File: src/rtl/tree_spawn_scheduler.sv
// -----------------------------------------------------------------------------
// tree_spawn_scheduler
//
// Sequences a pool of falling-tree obstacle slots for the VGA game layer. On
// every enabled frame it moves live trees down by the current fall speed, and
// it retires trees that pass the bottom edge or are hit by the player. It
// spawns new trees at pseudo-random X positions on a fixed frame cadence and
// raises the fall speed level by level. All vertical fixed-point arithmetic
// lives here, so the drawing objects only ever see pixel positions.
//
// Ports:
//   clk          system clock
//   reset        synchronous, active-high reset
//   startOfFrame one-cycle pulse per VGA frame
//   enable       game running; low freezes everything except the LFSR
//   hitIn        per-slot player collision (may be held for several cycles)
//   treeActive   per-slot live flag
//   treeX        signed topLeftX per slot, slot i at bits [11i+10:11i]
//   treeY        topLeftY per slot (fixed-point Y >> 6), same packing
//   passedPulse  one cycle when one or more trees leave the bottom edge
//   hitPulse     one cycle when one or more trees are cleared by a hit
//   speedLevel   current speed level, saturating at 15
// -----------------------------------------------------------------------------
module tree_spawn_scheduler #(
  parameter int          NUM_SLOTS    = 4,
  parameter int          SPAWN_FRAMES = 60,
  parameter int          BASE_SPEED   = 100,
  parameter int          SPEED_STEP   = 16,
  parameter int          MAX_SPEED    = 320,
  parameter int          LEVEL_FRAMES = 600,
  parameter int          EXIT_Y       = 480,
  parameter int          X_MIN        = 32,
  parameter int          X_SPAN       = 508,
  parameter logic [15:0] LFSR_SEED    = 16'hACE1
) (
  input  logic                     clk,
  input  logic                     reset,
  input  logic                     startOfFrame,
  input  logic                     enable,
  input  logic [NUM_SLOTS-1:0]     hitIn,
  output logic [NUM_SLOTS-1:0]     treeActive,
  output logic [NUM_SLOTS*11-1:0]  treeX,
  output logic [NUM_SLOTS*11-1:0]  treeY,
  output logic                     passedPulse,
  output logic                     hitPulse,
  output logic [3:0]               speedLevel
);

  localparam logic [16:0] EXIT_FP     = 17'(EXIT_Y * 64);
  localparam logic [15:0] SPAWN_LAST  = 16'(SPAWN_FRAMES - 1);
  localparam logic [15:0] LEVEL_LAST  = 16'(LEVEL_FRAMES - 1);
  // Galois feedback mask for taps 16,14,13,11 (right-shifting form).
  localparam logic [15:0] LFSR_TAPS   = 16'hB400;

  // Speed increase saturating at MAX_SPEED.
  function automatic logic [15:0] sat_speed(input logic [15:0] s);
    logic [16:0] sum;
    sum = {1'b0, s} + 17'(SPEED_STEP);
    if (sum > 17'(MAX_SPEED)) return 16'(MAX_SPEED);
    return sum[15:0];
  endfunction

  // Level increment saturating at 15.
  function automatic logic [3:0] sat_level(input logic [3:0] l);
    if (l == 4'hF) return l;
    return l + 4'd1;
  endfunction

  // Fold a 9-bit random value into 0..X_SPAN and offset by X_MIN.
  function automatic logic signed [10:0] wrap_x(input logic [8:0] rin);
    logic [9:0] r;
    r = {1'b0, rin};
    if (r > 10'(X_SPAN)) r = r - 10'(X_SPAN) - 10'd1;
    return $signed(11'(X_MIN) + {1'b0, r});
  endfunction

  // Registered state (single stage: everything below updates at one edge)
  logic [NUM_SLOTS-1:0]  active_p1;
  logic signed [10:0]    x_p1   [NUM_SLOTS];
  logic [15:0]           yfp_p1 [NUM_SLOTS];
  logic [15:0]           speed_p1;
  logic [15:0]           timer_p1;
  logic [15:0]           lvl_cnt_p1;
  logic [3:0]            level_p1;
  logic [15:0]           lfsr_p1;
  logic                  passed_p1;
  logic                  hit_p1;

  // Stage p0: next-state decisions from inputs and registered state
  logic                  frame_go_p0;
  logic [NUM_SLOTS-1:0]  hit_clr_p0;
  logic [NUM_SLOTS-1:0]  exit_p0;
  logic [16:0]           next_y_p0 [NUM_SLOTS];
  logic [NUM_SLOTS-1:0]  spawn_sel_p0;
  logic                  free_found_p0;
  logic                  spawn_go_p0;
  logic signed [10:0]    spawn_x_p0;
  logic [15:0]           lfsr_next_p0;

  always_comb begin
    frame_go_p0   = startOfFrame & enable;
    hit_clr_p0    = enable ? (hitIn & active_p1) : '0;
    exit_p0       = '0;
    spawn_sel_p0  = '0;
    free_found_p0 = 1'b0;
    for (int i = 0; i < NUM_SLOTS; i++) begin
      next_y_p0[i] = {1'b0, yfp_p1[i]} + {1'b0, speed_p1};
      // A hit in the same cycle takes precedence over leaving the screen.
      exit_p0[i] = frame_go_p0 & active_p1[i] & ~hit_clr_p0[i] &
                   (next_y_p0[i] > EXIT_FP);
      // Lowest free slot, judged on the mask from before this edge so a
      // slot freed this frame is not refilled until the next one.
      if (!free_found_p0 && !active_p1[i]) begin
        spawn_sel_p0[i] = 1'b1;
        free_found_p0   = 1'b1;
      end
    end
    spawn_go_p0  = frame_go_p0 & (timer_p1 == SPAWN_LAST) & free_found_p0;
    spawn_x_p0   = wrap_x(lfsr_p1[8:0]);
    lfsr_next_p0 = {1'b0, lfsr_p1[15:1]} ^ (lfsr_p1[0] ? LFSR_TAPS : 16'h0000);
  end

  // Stage p1: state and output registers
  always_ff @(posedge clk) begin
    if (reset) begin
      active_p1  <= '0;
      speed_p1   <= 16'(BASE_SPEED);
      timer_p1   <= '0;
      lvl_cnt_p1 <= '0;
      level_p1   <= '0;
      lfsr_p1    <= LFSR_SEED;
      passed_p1  <= 1'b0;
      hit_p1     <= 1'b0;
      for (int i = 0; i < NUM_SLOTS; i++) begin
        x_p1[i]   <= '0;
        yfp_p1[i] <= '0;
      end
    end else begin
      // The LFSR keeps running while the game is frozen.
      lfsr_p1   <= lfsr_next_p0;
      hit_p1    <= |hit_clr_p0;
      passed_p1 <= |exit_p0;

      for (int i = 0; i < NUM_SLOTS; i++) begin
        if (hit_clr_p0[i]) begin
          active_p1[i] <= 1'b0;
        end else if (frame_go_p0 && active_p1[i]) begin
          if (exit_p0[i]) begin
            active_p1[i] <= 1'b0;
            yfp_p1[i]    <= '0;
          end else begin
            yfp_p1[i]    <= next_y_p0[i][15:0];
          end
        end else if (spawn_go_p0 && spawn_sel_p0[i]) begin
          active_p1[i] <= 1'b1;
          yfp_p1[i]    <= '0;
          x_p1[i]      <= spawn_x_p0;
        end
      end

      if (frame_go_p0) begin
        // Timer parks at its terminal value until a slot is free.
        if (timer_p1 < SPAWN_LAST)  timer_p1 <= timer_p1 + 16'd1;
        else if (spawn_go_p0)       timer_p1 <= '0;

        if (lvl_cnt_p1 == LEVEL_LAST) begin
          lvl_cnt_p1 <= '0;
          speed_p1   <= sat_speed(speed_p1);
          level_p1   <= sat_level(level_p1);
        end else begin
          lvl_cnt_p1 <= lvl_cnt_p1 + 16'd1;
        end
      end
    end
  end

  for (genvar g = 0; g < NUM_SLOTS; g++) begin : g_pack
    assign treeX[11*g +: 11] = x_p1[g];
    assign treeY[11*g +: 11] = {1'b0, yfp_p1[g][15:6]};
  end

  assign treeActive  = active_p1;
  assign passedPulse = passed_p1;
  assign hitPulse    = hit_p1;
  assign speedLevel  = level_p1;

endmodule

File: config.mk
export PLATFORM = sky130hd
export DESIGN_NAME = tree_spawn_scheduler
export DESIGN_NICKNAME = d
export VERILOG_FILES = /design/src/rtl/tree_spawn_scheduler.sv
export SDC_FILE = /design/constraint.sdc
export NUM_CORES = 1
export LEC_CHECK = 0
export ABC_AREA = 1
export CORE_MARGIN = 1.5
export CORE_UTILIZATION = 45
export CTS_BUF_LIST = sky130_fd_sc_hd__clkbuf_8
export CTS_CLUSTER_DIAMETER = 150
export DETAILED_ROUTE_END_ITERATION = 8
export PLACE_DENSITY = 0.69
export SLEW_MARGIN = 20
export SYNTH_ARGS = -nofsm -noshare
export SYNTH_HDL_FRONTEND = slang
export SYNTH_SLANG_ARGS = --single-unit
export TNS_END_PERCENT = 30
File: constraint.sdc
create_clock -name clk -period 3.3 [get_ports clk]
set_input_delay 0.66 -clock clk [delete_from_list [all_inputs] [get_ports clk]]
set_output_delay 0.66 -clock clk [all_outputs]
set_load 0.005 [all_outputs]
; ---- Word-level counts from Yosys, hierarchy flattened
; Memories as Yosys holds them, arrays and structs flattened.
; Index checks and enable logic that the tools add are counted.
[word_totals]
input_bits = 8
ram_bits = 108
output_inout_bits = 98
elab_cells = 224
rom_bits = 0
ff_bits = 74
latchBits = 0
n_memories = 2
[mem_list]
columns = memory, depth, width, rd, rd_ports_with_merged_regs, wr, line_no
row1 = yfp_p1, 4, 16, 4, 0, 4, 80  ; logic [15:0] yfp_p1 [NUM_SLOTS];
row2 = x_p1, 4, 11, 4, 0, 4, 79  ; logic signed [10:0] x_p1 [NUM_SLOTS];
[op_classes]
n_eq_ne = 8
bitwise = 37
n_div = 0
order_cmp = 7
shifts = 0
n_addsub = 11
reduce_logical = 34
muxes = 114
mul = 0
[ops]
columns = op, n
row1 = 16-bit two-way mux, 18
row2 = 1-bit two-way mux, 89
row3 = 16-bit by 16-bit adder with 17-bit output, 4
row4 = "17-bit by 15-bit greater-than comparator with 1-bit output, second input constant", 4
row5 = 11-bit two-way mux, 4
row6 = "16-bit by 1-bit adder with 16-bit output, second input constant", 2
row7 = "16-bit by 5-bit adder with 17-bit output, second input constant", 1
row8 = "17-bit by 9-bit greater-than comparator with 1-bit output, second input constant", 1
row9 = "16-bit by 10-bit equality test with 1-bit output, second input constant", 1
row10 = "16-bit by 6-bit equality test with 1-bit output, second input constant", 1
row11 = "16-bit by 6-bit < comparator with 1-bit output, second input constant", 1
row12 = 1-bit bitwise OR, 16
row13 = 15-bit by 16-bit bitwise XOR with 16-bit output, 1
row14 = 1-bit AND, 15
row15 = 2-bit AND reduction, 6
row16 = "6-bit by 10-bit adder with 11-bit output, first input constant", 1
row17 = 1-bit logical AND, 11
row18 = 10-bit two-way mux, 1
row19 = "2-bit != test, second input constant", 5
row20 = 2-bit nonzero test, 5
row21 = "10-bit by 1-bit subtractor with 10-bit output, second input constant", 1
row22 = "9-bit by 9-bit subtractor with 10-bit output, second input constant", 1
row23 = "9-bit greater-than comparator, second input constant", 1
row24 = 4-bit two-way mux, 2
row25 = 8 further kinds, 19

; ---- Depth between registers and ports, before layout
[depth]
depth_word = 17
depth_mapped = 17
ltp_nobuf = 17

; ---- Worst setup path after synthesis
; OpenSTA, ideal clock, no wires.
[synth_timing]
path_kind = input -> register
startpoint = in enable
endpoint = mem yfp_p1[1][10], enable pin
t_arrival_ns = 2.116
path_stages = 10
n_path_buf = 2
setup_ns = 0.373
slack_ns = 0.811
t_required_ns = 2.927
cell_sequence = nand2_2 > buf_6 > clkinv_4 > nand2_4 > nor4_4 > nand2_2 > nor3_1 > nand2_1 > buf_6 > nand3_1
[synth_rtl]
columns = element, line_no
row1 = from (decl), 39  ; input logic enable,
row2 = to (decl), 80

==> results.py <==
metrics = {
    "drt": {
        "ant_nets": 0,
        "vias": 9011,
        "drcViolationCount": 0,
        "drt_pass1_iterations": 5,
        "wl_per_cell_um": 14.0,
        "drt_iter0_drc": 626,
        "routed_wl_um": 25500,
        "vias_per_cell": 4.95,
    },
    "die": {
        "die_x_um": 156,
        "dieArea_sq_um": 24500,
        "top_level_ports": 106,
        "fp.dieH_um": 156,
        "core-area_sq_um": 22800,
        "row_count": 55,
        "initial_core_util": 0.464,
    },
    "synth": {
        "netlist_area_sq_um": 10600,
        "synth_seq_cells": 173,
        "synth_cell_type_count": 45,
        "yosysSeqAreaShare": 0.423,
        "synth_area_per_cell_sq_um": 7.53,
        "synth_top_area_frac": 0.289,
        "synth_largest_area_cell": "edfxtp_1",
        "synth_area_leaders": "edfxtp_1, dfxtp_1, nand2_1",
        "synth_warnings": 0,
        "synth_cells": 1406,
    },
    "cts": {
        "cts_tree": "built",
        "cts_root_buffer": "clkbuf_8",
        "postCtsHoldBufs": 0,
        "clkTransAtPathRegs_ps": 120,
        "htreeDepth": 4,
        "cts_resized": 0,
        "clock-sinks": 173,
        "clock_latency_ps": 470,
        "max-clock-path-buffers": 2,
        "numCtsBuffers": 17,
        "post-cts-setup-buffers": 0,
    },
    "critical_path": {
        "setup.worst_path.start": "speed_p1[9]$_SDFFE_PP0P_",
        "endpoint_kind": "register",
        "endpoint": "yfp_p1[1][8]$_SDFFCE_PP0P_",
        "worst-path-stages": 10,
        "regToRegStartpoint": "speed_p1[9]$_SDFFE_PP0P_",
        "path_max_fanout": 13,
        "slowest_stage": "dfxtp_1",
        "arrival_ps": 3230,
        "reg2regPathDepth": 10,
        "r2r_setup_slack_ps": 370,
        "start_kind": "register",
        "cp_cell_sequence": "ha_1 > nand2_1 > inv_1 > a21oi_1 > inv_1 > nand2_1 > nand4_1 > a21oi_1 > nand4_1 > nor2_1",
        "cp_num_buf_inv": 2,
        "cp_top_family": "simple AND/OR/NAND/NOR gates",
        "critPathKind": "register to register",
        "reg2reg_to": "yfp_p1[1][8]$_SDFFCE_PP0P_",
        "crit_required_ps": 3600,
        "slowest_delay_ps": 630,
    },
    "cells_and_area": {
        "multi_input_area_sq_um": 4890,
        "area_growth_pct": 15.1,
        "final-seq-area_sq_um": 4480,
        "finish.utilization": 0.534,
        "drive_gt1_frac": 0.0497,
        "layout_commonest_cell": "nand2_1",
        "num-fill-cells": 2210,
        "mostFrequentLayoutCells": "nand2_1, inv_1, nor2_1",
        "fin_nets": 1567,
        "insertedDiodeCount": 0,
        "fin_area_sq_um": 12200,
    },
    "sta": {
        "relSlewSlack": 0.532,
        "fin_setup_tns_ps": 0,
        "final.setup_skew_ps": 16.5,
        "max_freq_ghz": 0.341,
        "period_share": 0.888,
        "setup_ws_ps": 371,
        "hold_violations": 0,
        "min_period_ps": 2930,
        "tightest_slew_ps": 695,
        "slew_violations": 0,
        "rsz0062_at_grt": "no",
        "setup_viol": 0,
    },
    "pwr": {
        "internal_power_uw": 3140,
        "seqPwrFrac": 0.540,
        "combinationalPowerShare": 0.092,
        "switching_share": 0.289,
        "p_leak_uw": 0.00559,
        "p_switching_uw": 1280,
        "max-vdd-ir-drop_mv": 0.253,
        "pwr-share-clk": 0.368,
        "powerDensity_nw_per_um2": 363,
    },
    "place": {
        "placed_cell_area_sq_um": 11800,
        "hpwl_um": 19700,
        "portBuffers": 101,
        "place_congestion": 0.937,
        "dp_slack_ps": 276,
    },
    "global_route": {
        "grt_pass1_wl_um": 41100,
        "grt_pass1_vias": 8426,
        "grt_usage": 0.214,
        "grt_max_degree": 36,
        "grt_antenna_before_repair": 0,
        "overflow": 0,
    },
    "min_path": {
        "hold_path.startpoint": "lfsr_p1[15]$_SDFF_PP1_",
        "hp-class": "register to register",
    },
    "run_status": {
        "status": "complete, no violations",
    },
    "run": {
        "maxCapViolations": 0,
    },
}
## cell usage after synthesis, drive strengths merged
library cell and n:
a21oi 66, a311oi 1, a31oi 1, a41oi 1
and2 6, buf 51, clkbuf 10, clkinv 2
conb 1, dfxtp 71, edfxtp 102, fa 2
ha 61, inv 224, nand2 380, nand3 95
nand3b 13, nand4 31, nor2 195, nor3 22
nor3b 5, nor4 8, o2111ai 2, o21a 2
o21ai 22, o21bai 2, o22ai 2, or2 4
xnor2 5, xor2 19
## power groups by stage
stage          logic [uW]  clock network [uW]  registers [uW]
2_1_floorplan         254                   0            2430
3_3_place_gp          400                   0            2440
3_5_place_dp          404                   0            2440
4_1_cts               407                1670            2390
5_1_grt               455                1740            2400
6_report              407                1630            2390
## sequential cells by signal, summed over array words and instances (netlist names)
name and count:
yfp_p1 58, x_p1 44, lfsr_p1 16, lvl_cnt_p1 16
timer_p1 16, speed_p1 13, speedLevel 4, treeActive 4
hitPulse 1, passedPulse 1
## area by class of cell
cell class | count | area share
Tap cell | 313 | 0.0321
Clock buffer | 17 | 0.0192
Multi-Input combinational cell | 961 | 0.401
Sequential cell | 173 | 0.368
Timing Repair Buffer | 117 | 0.0928
Inverter | 226 | 0.0700
Clock inverter | 15 | 0.0171
## per-layer routing
layer / wire (um) / vias up / GRT usage
met5: 0 / - / 0
met4: 633 / 0 / 0.0726
met3: 1260 / 41 / 0.0388
met2: 11700 / 222 / 0.350
met1: 11900 / 4100 / 0.285
li1: - / 4648 / -
## kinds of logic after synthesis
kind of cell	share of synthesized area
buffers and inverters	0.120
xor gates and xnor gates	0.0198
and+or+nand+nor	0.309
other	0.000354
AOI/OAI and AO/OA	0.0511
DFF	0.423
adders and majority gates	0.0758
## worst register-to-register path, delay by kind of cell (launching register included)
kind	cells	cell delay, ps
adder cells (fa/ha/maj)	1	380
AO/OA/AOI/OAI	2	480
buffers and inverters	2	130
AND/OR/NAND/NOR	5	1140
flip-flops	1	630
## worst min path at each step
| stage | endpoint | slack [ps] | cells after the start |
|---|---|---|---|
| floorplan | lfsr_p1[14]$_SDFF_PP0_ | 390 | 2 |
| global placement | lfsr_p1[14]$_SDFF_PP0_ | 390 | 2 |
| detailed placement | lfsr_p1[8]$_SDFF_PP0_ | 400 | 2 |
| CTS | lfsr_p1[8]$_SDFF_PP0_ | 420 | 2 |
| global route | timer_p1[6]$_SDFFE_PP0P_ | 450 | 2 |
| finish | lfsr_p1[14]$_SDFF_PP0_ | 420 | 2 |
## stage by stage
stage	power (uW)	std cells	hold slack [ps]
3_5_place_dp	2840	1790	403
6_report	4420	1822	418
3_3_place_gp	2840	1790	392
2_1_floorplan	2680	1421	388
4_1_cts	4460	1822	422
5_1_grt	4590	1822	446
(Power assumes the default switching activity.)
